[src/rtl/tdm_demux_pkg.sv]
// Shared definitions for the TDM link: FSM state type, default frame
// geometry (also used by the transmit-side mux) and slot-counter sizing.
package tdm_pkg;

    typedef enum logic {
        HUNT = 1'b0,
        SYNC = 1'b1
    } tdm_state_t;

    localparam int TDM_N_CH = 4;
    localparam int TDM_W    = 8;

    // Slot counter width: clog2 of the channel count, never less than one bit.
    function automatic int slot_w(input int n);
        return (n > 1) ? $clog2(n) : 1;
    endfunction

endpackage

[src/rtl/tdm_demux_if.sv]
// Receive-side TDM bus: slot words in, assembled frame and status out.
// The master end is the upstream source, the slave end is the demux.
interface tdm_demux_if
    import tdm_pkg::*;
#(
    parameter int N_CH = TDM_N_CH,
    parameter int W    = TDM_W
);

    logic [W-1:0]      din;
    logic              din_valid;
    logic              frame_sync;
    logic [N_CH*W-1:0] dout;
    logic              frame_valid;
    logic              locked;
    logic              sync_err;

    modport master (
        output din, din_valid, frame_sync,
        input  dout, frame_valid, locked, sync_err
    );

    modport slave (
        input  din, din_valid, frame_sync,
        output dout, frame_valid, locked, sync_err
    );

endinterface

[src/rtl/tdm_demux_slot_dec.sv]
// 1:N slot decoder: turns the target slot index into a one-hot write enable
// for the shadow registers. The last slot has no shadow (it goes straight to
// the output frame), so it decodes to all zeros.
module slot_dec #(
    parameter int N_CH = 4,
    parameter int SW   = 2
) (
    input  logic [SW-1:0]   slot,
    input  logic            en,
    output logic [N_CH-2:0] we
);

    // One-hot decode of the slot index, gated by the write enable.
    always_comb begin
        we = '0;
        for (int k = 0; k < N_CH - 1; k++) begin
            we[k] = en && (slot == SW'(k));
        end
    end

endmodule

[src/rtl/tdm_demux.sv]
// TDM demultiplexer: locks onto the frame-sync marker, steers each slot word
// into a shadow register and publishes a coherent frame on completion.
module tdm_demux
    import tdm_pkg::*;
#(
    parameter int N_CH = TDM_N_CH,
    parameter int W    = TDM_W
) (
    input  logic        clk,
    input  logic        rst_n,
    tdm_demux_if.slave  bus
);

    localparam int            SW   = slot_w(N_CH);
    localparam logic [SW-1:0] LAST = SW'(N_CH - 1);

    tdm_state_t     state, state_n;
    logic [SW-1:0]  slot, slot_n;
    logic [W-1:0]   shadow [N_CH-1];
    logic [SW-1:0]  wr_slot;
    logic           wr_en;
    logic [N_CH-2:0] shadow_we;
    logic           load_dout;
    logic           err_n;

    slot_dec #(
        .N_CH (N_CH),
        .SW   (SW)
    ) u_slot_dec (
        .slot (wr_slot),
        .en   (wr_en),
        .we   (shadow_we)
    );

    // Next-state, slot advance and shadow/output strobes for each valid beat.
    always_comb begin
        state_n   = state;
        slot_n    = slot;
        wr_slot   = slot;
        wr_en     = 1'b0;
        load_dout = 1'b0;
        err_n     = 1'b0;
        if (bus.din_valid) begin
            case (state)
                HUNT: begin
                    if (bus.frame_sync) begin
                        wr_en   = 1'b1;
                        wr_slot = '0;
                        slot_n  = SW'(1);
                        state_n = SYNC;
                    end
                end
                SYNC: begin
                    if (bus.frame_sync) begin
                        // A sync anywhere but slot 0 restarts the frame here.
                        wr_en   = 1'b1;
                        wr_slot = '0;
                        slot_n  = SW'(1);
                        err_n   = (slot != '0);
                    end else if (slot == '0) begin
                        err_n   = 1'b1;
                        state_n = HUNT;
                    end else if (slot == LAST) begin
                        load_dout = 1'b1;
                        slot_n    = '0;
                    end else begin
                        wr_en  = 1'b1;
                        slot_n = slot + SW'(1);
                    end
                end
                default: state_n = HUNT;
            endcase
        end
    end

    // FSM state, slot counter and status pulse registers.
    always_ff @(posedge clk or negedge rst_n) begin
        if (!rst_n) begin
            state           <= HUNT;
            slot            <= '0;
            bus.frame_valid <= 1'b0;
            bus.sync_err    <= 1'b0;
        end else begin
            state           <= state_n;
            slot            <= slot_n;
            bus.frame_valid <= load_dout;
            bus.sync_err    <= err_n;
        end
    end

    // Shadow registers collecting the partial frame.
    always_ff @(posedge clk or negedge rst_n) begin
        if (!rst_n) begin
            for (int k = 0; k < N_CH - 1; k++) begin
                shadow[k] <= '0;
            end
        end else begin
            for (int k = 0; k < N_CH - 1; k++) begin
                if (shadow_we[k]) begin
                    shadow[k] <= bus.din;
                end
            end
        end
    end

    // Output frame: all shadows plus the final slot word, loaded together.
    always_ff @(posedge clk or negedge rst_n) begin
        if (!rst_n) begin
            bus.dout <= '0;
        end else if (load_dout) begin
            for (int k = 0; k < N_CH - 1; k++) begin
                bus.dout[k*W +: W] <= shadow[k];
            end
            bus.dout[(N_CH-1)*W +: W] <= bus.din;
        end
    end

    assign bus.locked = (state == SYNC);

endmodule

[src/flat_wrapper.sv]
// flat-port wrapper written by rule: the top's interface ports become plain ports
module tdm_demux_flat import tdm_pkg::*;
#(
    parameter int N_CH = TDM_N_CH,
    parameter int W    = TDM_W
)
  (clk, rst_n, bus_din, bus_din_valid, bus_frame_sync, bus_dout, bus_frame_valid, bus_locked, bus_sync_err);
  tdm_demux_if #(.N_CH(N_CH), .W(W)) bus_i ();
  input  logic clk;
  input  logic rst_n;
  input wire logic [$bits(bus_i.din)-1:0] bus_din;
  input wire logic [$bits(bus_i.din_valid)-1:0] bus_din_valid;
  input wire logic [$bits(bus_i.frame_sync)-1:0] bus_frame_sync;
  output wire logic [$bits(bus_i.dout)-1:0] bus_dout;
  output wire logic [$bits(bus_i.frame_valid)-1:0] bus_frame_valid;
  output wire logic [$bits(bus_i.locked)-1:0] bus_locked;
  output wire logic [$bits(bus_i.sync_err)-1:0] bus_sync_err;
  assign bus_i.din = bus_din;
  assign bus_i.din_valid = bus_din_valid;
  assign bus_i.frame_sync = bus_frame_sync;
  assign bus_dout = bus_i.dout;
  assign bus_frame_valid = bus_i.frame_valid;
  assign bus_locked = bus_i.locked;
  assign bus_sync_err = bus_i.sync_err;
  tdm_demux #(.N_CH(N_CH), .W(W)) u_core (.clk(clk), .rst_n(rst_n), .bus(bus_i));
endmodule
[config.mk]
export PLATFORM = sky130hd
export DESIGN_NAME = tdm_demux_flat
export DESIGN_NICKNAME = d
export VERILOG_FILES = /design/src/rtl/tdm_demux_pkg.sv /design/src/rtl/tdm_demux_if.sv /design/src/rtl/tdm_demux_slot_dec.sv /design/src/rtl/tdm_demux.sv /design/src/flat_wrapper.sv
export SDC_FILE = /design/constraint.sdc
export NUM_CORES = 1
export LEC_CHECK = 0
export CAP_MARGIN = 10
export CORE_ASPECT_RATIO = 1.4
export CORE_UTILIZATION = 51
export DETAILED_ROUTE_END_ITERATION = 8
export GPL_ROUTABILITY_DRIVEN = 0
export HOLD_SLACK_MARGIN = 0.12
export PLACE_DENSITY = 0.78
export SETUP_SLACK_MARGIN = 0.02
export SLEW_MARGIN = 5
export SYNTH_ARGS = -nofsm -noshare
export SYNTH_HDL_FRONTEND = slang
export SYNTH_HIERARCHICAL = 1
export SYNTH_SLANG_ARGS = --single-unit
[constraint.sdc]
create_clock -name clk -period 2.5 [get_ports clk]
set_clock_uncertainty 0.15 [all_clocks]
set_input_delay 0.5 -clock clk [delete_from_list [all_inputs] [get_ports clk]]
set_output_delay 0.5 -clock clk [all_outputs]
set_load 0.02 [all_outputs]
==> metrics.md, run 1 <==
| Metric | Value |
|---|---|
| Status | completed |
| Initial Util | 54.2% |
| Setup WS pre-CTS | approximately 0.076 ns |
| Worst R2R Start | u_core/slot[0]$_DFFE_PN0P_ |
| Max-Cap Viols | 0 |
| H-Tree Depth | 3 |
| Worst path slowest cell | clkdlybuf4s50_1 |
| CTS Root Cell | clkbuf_8 |
| Worst-path cell chain | clkdlybuf4s50_1 |
| Post-layout total power | ~4.3 mW |
| Critical path fanouts, max | 9 |
| Synth Flop Type | dfrtp_1 |
| # setup viols final | 0 |
| Hold crit path type | primary input to asynchronous set/reset pin |
| Largest net degree at the start of global routing | between 60 and 70 |
| Post-synth top cells | dfrtp_1, mux2_4, mux2_2 |
| Critical path depth | 1 |
| Die Ht | around 85 µm |
| Finished Layout Cells | between 200 and 300 |
| Antenna-violating nets left | 0 |
| Clock buffer depth | 2 |
| Pins over their slew limit | 0 |
| DIE WIDTH | slightly above 60 µm |
| Vias in the first global route | 1650 |
| # clock sinks | 61 |
| Fin nets | roughly 220 |
| Most common cell in the netlist | dfrtp_1 |
| Hold-fix buffers, CTS | 0 |
| Fin crit share | 87.2% |
| Reg clk slew, reported paths | about 0.060 ns |
| First-pass GRT wire length | between 8000 and 9000 µm |
| Largest area contributor in the netlist | dfrtp_1 |
| Headroom to the max-slew limit | between 50% and 60% |
| Boundary Pins | 47 |
| CP Data Required Time | 1.85 ns |
| Reg2reg setup slack | roughly 0.4 ns |
| Initial DRC Count | 88 |
| Drc violations | 0 |
| Antenna Cells | 0 |
| Distinct cells, synth | 23 |
| Buf+Inv Stages, Crit Path | 1 |
| Max Clk Rate | ~460 MHz |
| DP Wirelength | between 3000 and 4000 µm |
| Share of cells above drive strength 1 | approximately 39% |
| Core ar. | roughly 4600 µm² |
| Final Util | between 60% and 70% |
| Post-DP Area | slightly above 3000 µm² |
| Row count | 29 |
| Arrival time worst endpoint | ~1.5 ns |
| Post-Place Cells | around 260 |
| Clk Latency, worst-skew pair | 0.33 ns |
| Setup_tns | 0 ns |
| Synthesis-stage register bit count | between 60 and 70 |
| GR Util All Layers | about 22% |
| Global route total overflow | 0 |
| Fin crit period | roughly 2.2 ns |
| Top cells by area, synth | dfrtp_1, mux2_4, mux2_2, ha_1, buf_6 |
| Reg2reg end | u_core/shadow[17]$_DFFE_PN0P_ |
| Max incr delay on CP | approximately 0.67 ns |
| Pwr dens | 1310 nW/µm² |
| IO buf count | between 40 and 50 |
| Worst setup endpoint | bus_locked |
| Cell family with most CP delay | buffers and inverters |
| Routed WL | 4750 µm |
| Sequential share of the synthesized area | roughly three fifths |
| Number of vias per cell | between 5 and 6 |
| 1st-pass router iterations | 4 |
| Synth top area share | 60.7% |
| Max VDD drop | ~0.00074 V |
| CP startpoint | u_core/bus.locked$_DFFE_PN0P_ |
| Post_cts resized | 0 |
| Ys async rst share | 100% |
| Leakage | between 1.5 and 2 nW |
| WL per Instance | ~17 µm |
| DIE AREA | 5220 µm² |
| Initial antenna violation count | 0 |
| TritonCTS buffer count | 9 |
| Critical path capture point type | output port |
| Critical path type | register to output port |
| Post-Syn Area | 2520 µm² |
| Post CTS Setup Buffer Count | 0 |
| Fin area | 3240 µm² |
| Number of synthesized flops with an enable pin | 0 |
| R2R cell count | 7 |
| CP startpoint kind | register |
| Worst hold slack | 0.162 ns |
| Mapped Nets | 166 |
| Yosys Warn Count | 6 |
| Least-Margin Pin Slew | ~0.74 ns |
| Synth Area per Inst | between 15 and 20 µm² |
| CTS tree | built |
| Cells after synthesis | between 150 and 200 |
| Syn-to-layout area delta | 28.9% |
| RSZ-0062 raised after global routing | no |
| Hold Fails Final Rpt | 0 |
| Via count | 1402 |
| Fin worst setup slack | 0.320 ns |
power breakdown:
group          switching, mW  total, mW  leakage [nW]  internal, mW
combinational          0.712       1.73         0.701          1.02
clock                  0.342      0.797        0.0974         0.455
sequential             0.288       1.73         0.752          1.45
total                   1.34       4.26          1.55          2.92
cell usage in the layout (no fill, tap or decap), types with 2 or more instances in the layout:
cell / netlist / routed
dfrtp_1: 61 / 61
clkbuf_8: 0 / 13
mux2_4: 29 / 29
a21oi_1: 5 / 5
buf_4: 0 / 6
clkdlybuf4s50_1: 0 / 45
and3b_1: 2 / 2
ha_1: 3 / 3
inv_1: 3 / 3
mux2_2: 27 / 27
worst min path at each step:
stage | end | slack (ns) | cells after the start
after global routing | u_core/bus.frame_valid$_DFF_PN0_ | 0.23 | 2
after detailed placement | u_core/bus.dout[18]$_DFFE_PN0P_ | 0.34 | 1
after floorplan | u_core/bus.dout[0]$_DFFE_PN0P_ | 0.05 | 0
after global placement | u_core/bus.dout[22]$_DFFE_PN0P_ | 0.34 | 1
after CTS | u_core/bus.sync_err$_DFF_PN0_ | 0.19 | 2
final | u_core/bus.dout[30]$_DFFE_PN0P_ | 0.16 | 2
sequential cells by signal, summed over array words and instances, names as in the netlist:
| name | count |
|---|---|
| u_core/bus.frame_valid | 1 |
| u_core/bus.sync_err | 1 |
| u_core/bus.dout | 32 |
| u_core/shadow | 24 |
| u_core/bus.locked | 1 |
| u_core/slot | 2 |
kinds of logic (layout without fill, tap and decap cells):
family / Yosys count / after routing / synth area share, %
adders and majority gates: 3 / 3 / 1.49
muxes: 56 / 56 / 29.4
DFF: 61 / 61 / 60.7
buffers and inverters: 12 / 71 / 2.78
and+or+nand+nor: 10 / 10 / 3.53
AOI/OAI and AO/OA: 9 / 9 / 2.14
area by class of cell:
cell class              count  area [µm²]
well taps                  62        77.6
repair buffers             53         520
clock buffers              13         179
flip-flops and latches     61        1530
clock inverters             1        5.00
fillers                   363        1400
inverters                   4        15.0
multi-input cells          78         920
routing by layer:
layer  global-route usage, %  vias up  routed length [µm]  share of wire (%)
li1                        -      636                   -                  -
met1                    25.6      720                1930                 41
met2                    36.4       39                2550                 54
met3                    7.01        7                 182                3.8
met4                    10.9        0                  80                1.7
met5                       0        -                   0                  0
Note: power is estimated with default switching activity, not from simulation.
==> inputs of run 2 (changes only) <==
--- a/config.mk
+++ b/config.mk
@@ -12,7 +12,6 @@
 export GPL_ROUTABILITY_DRIVEN = 0
 export HOLD_SLACK_MARGIN = 0.12
 export PLACE_DENSITY = 0.78
-export SETUP_SLACK_MARGIN = 0.02
 export SLEW_MARGIN = 5
 export SYNTH_ARGS = -nofsm -noshare
 export SYNTH_HDL_FRONTEND = slang
==> results of run 2 <==
Final layout, timing and power as in run 1 (identical DEF).
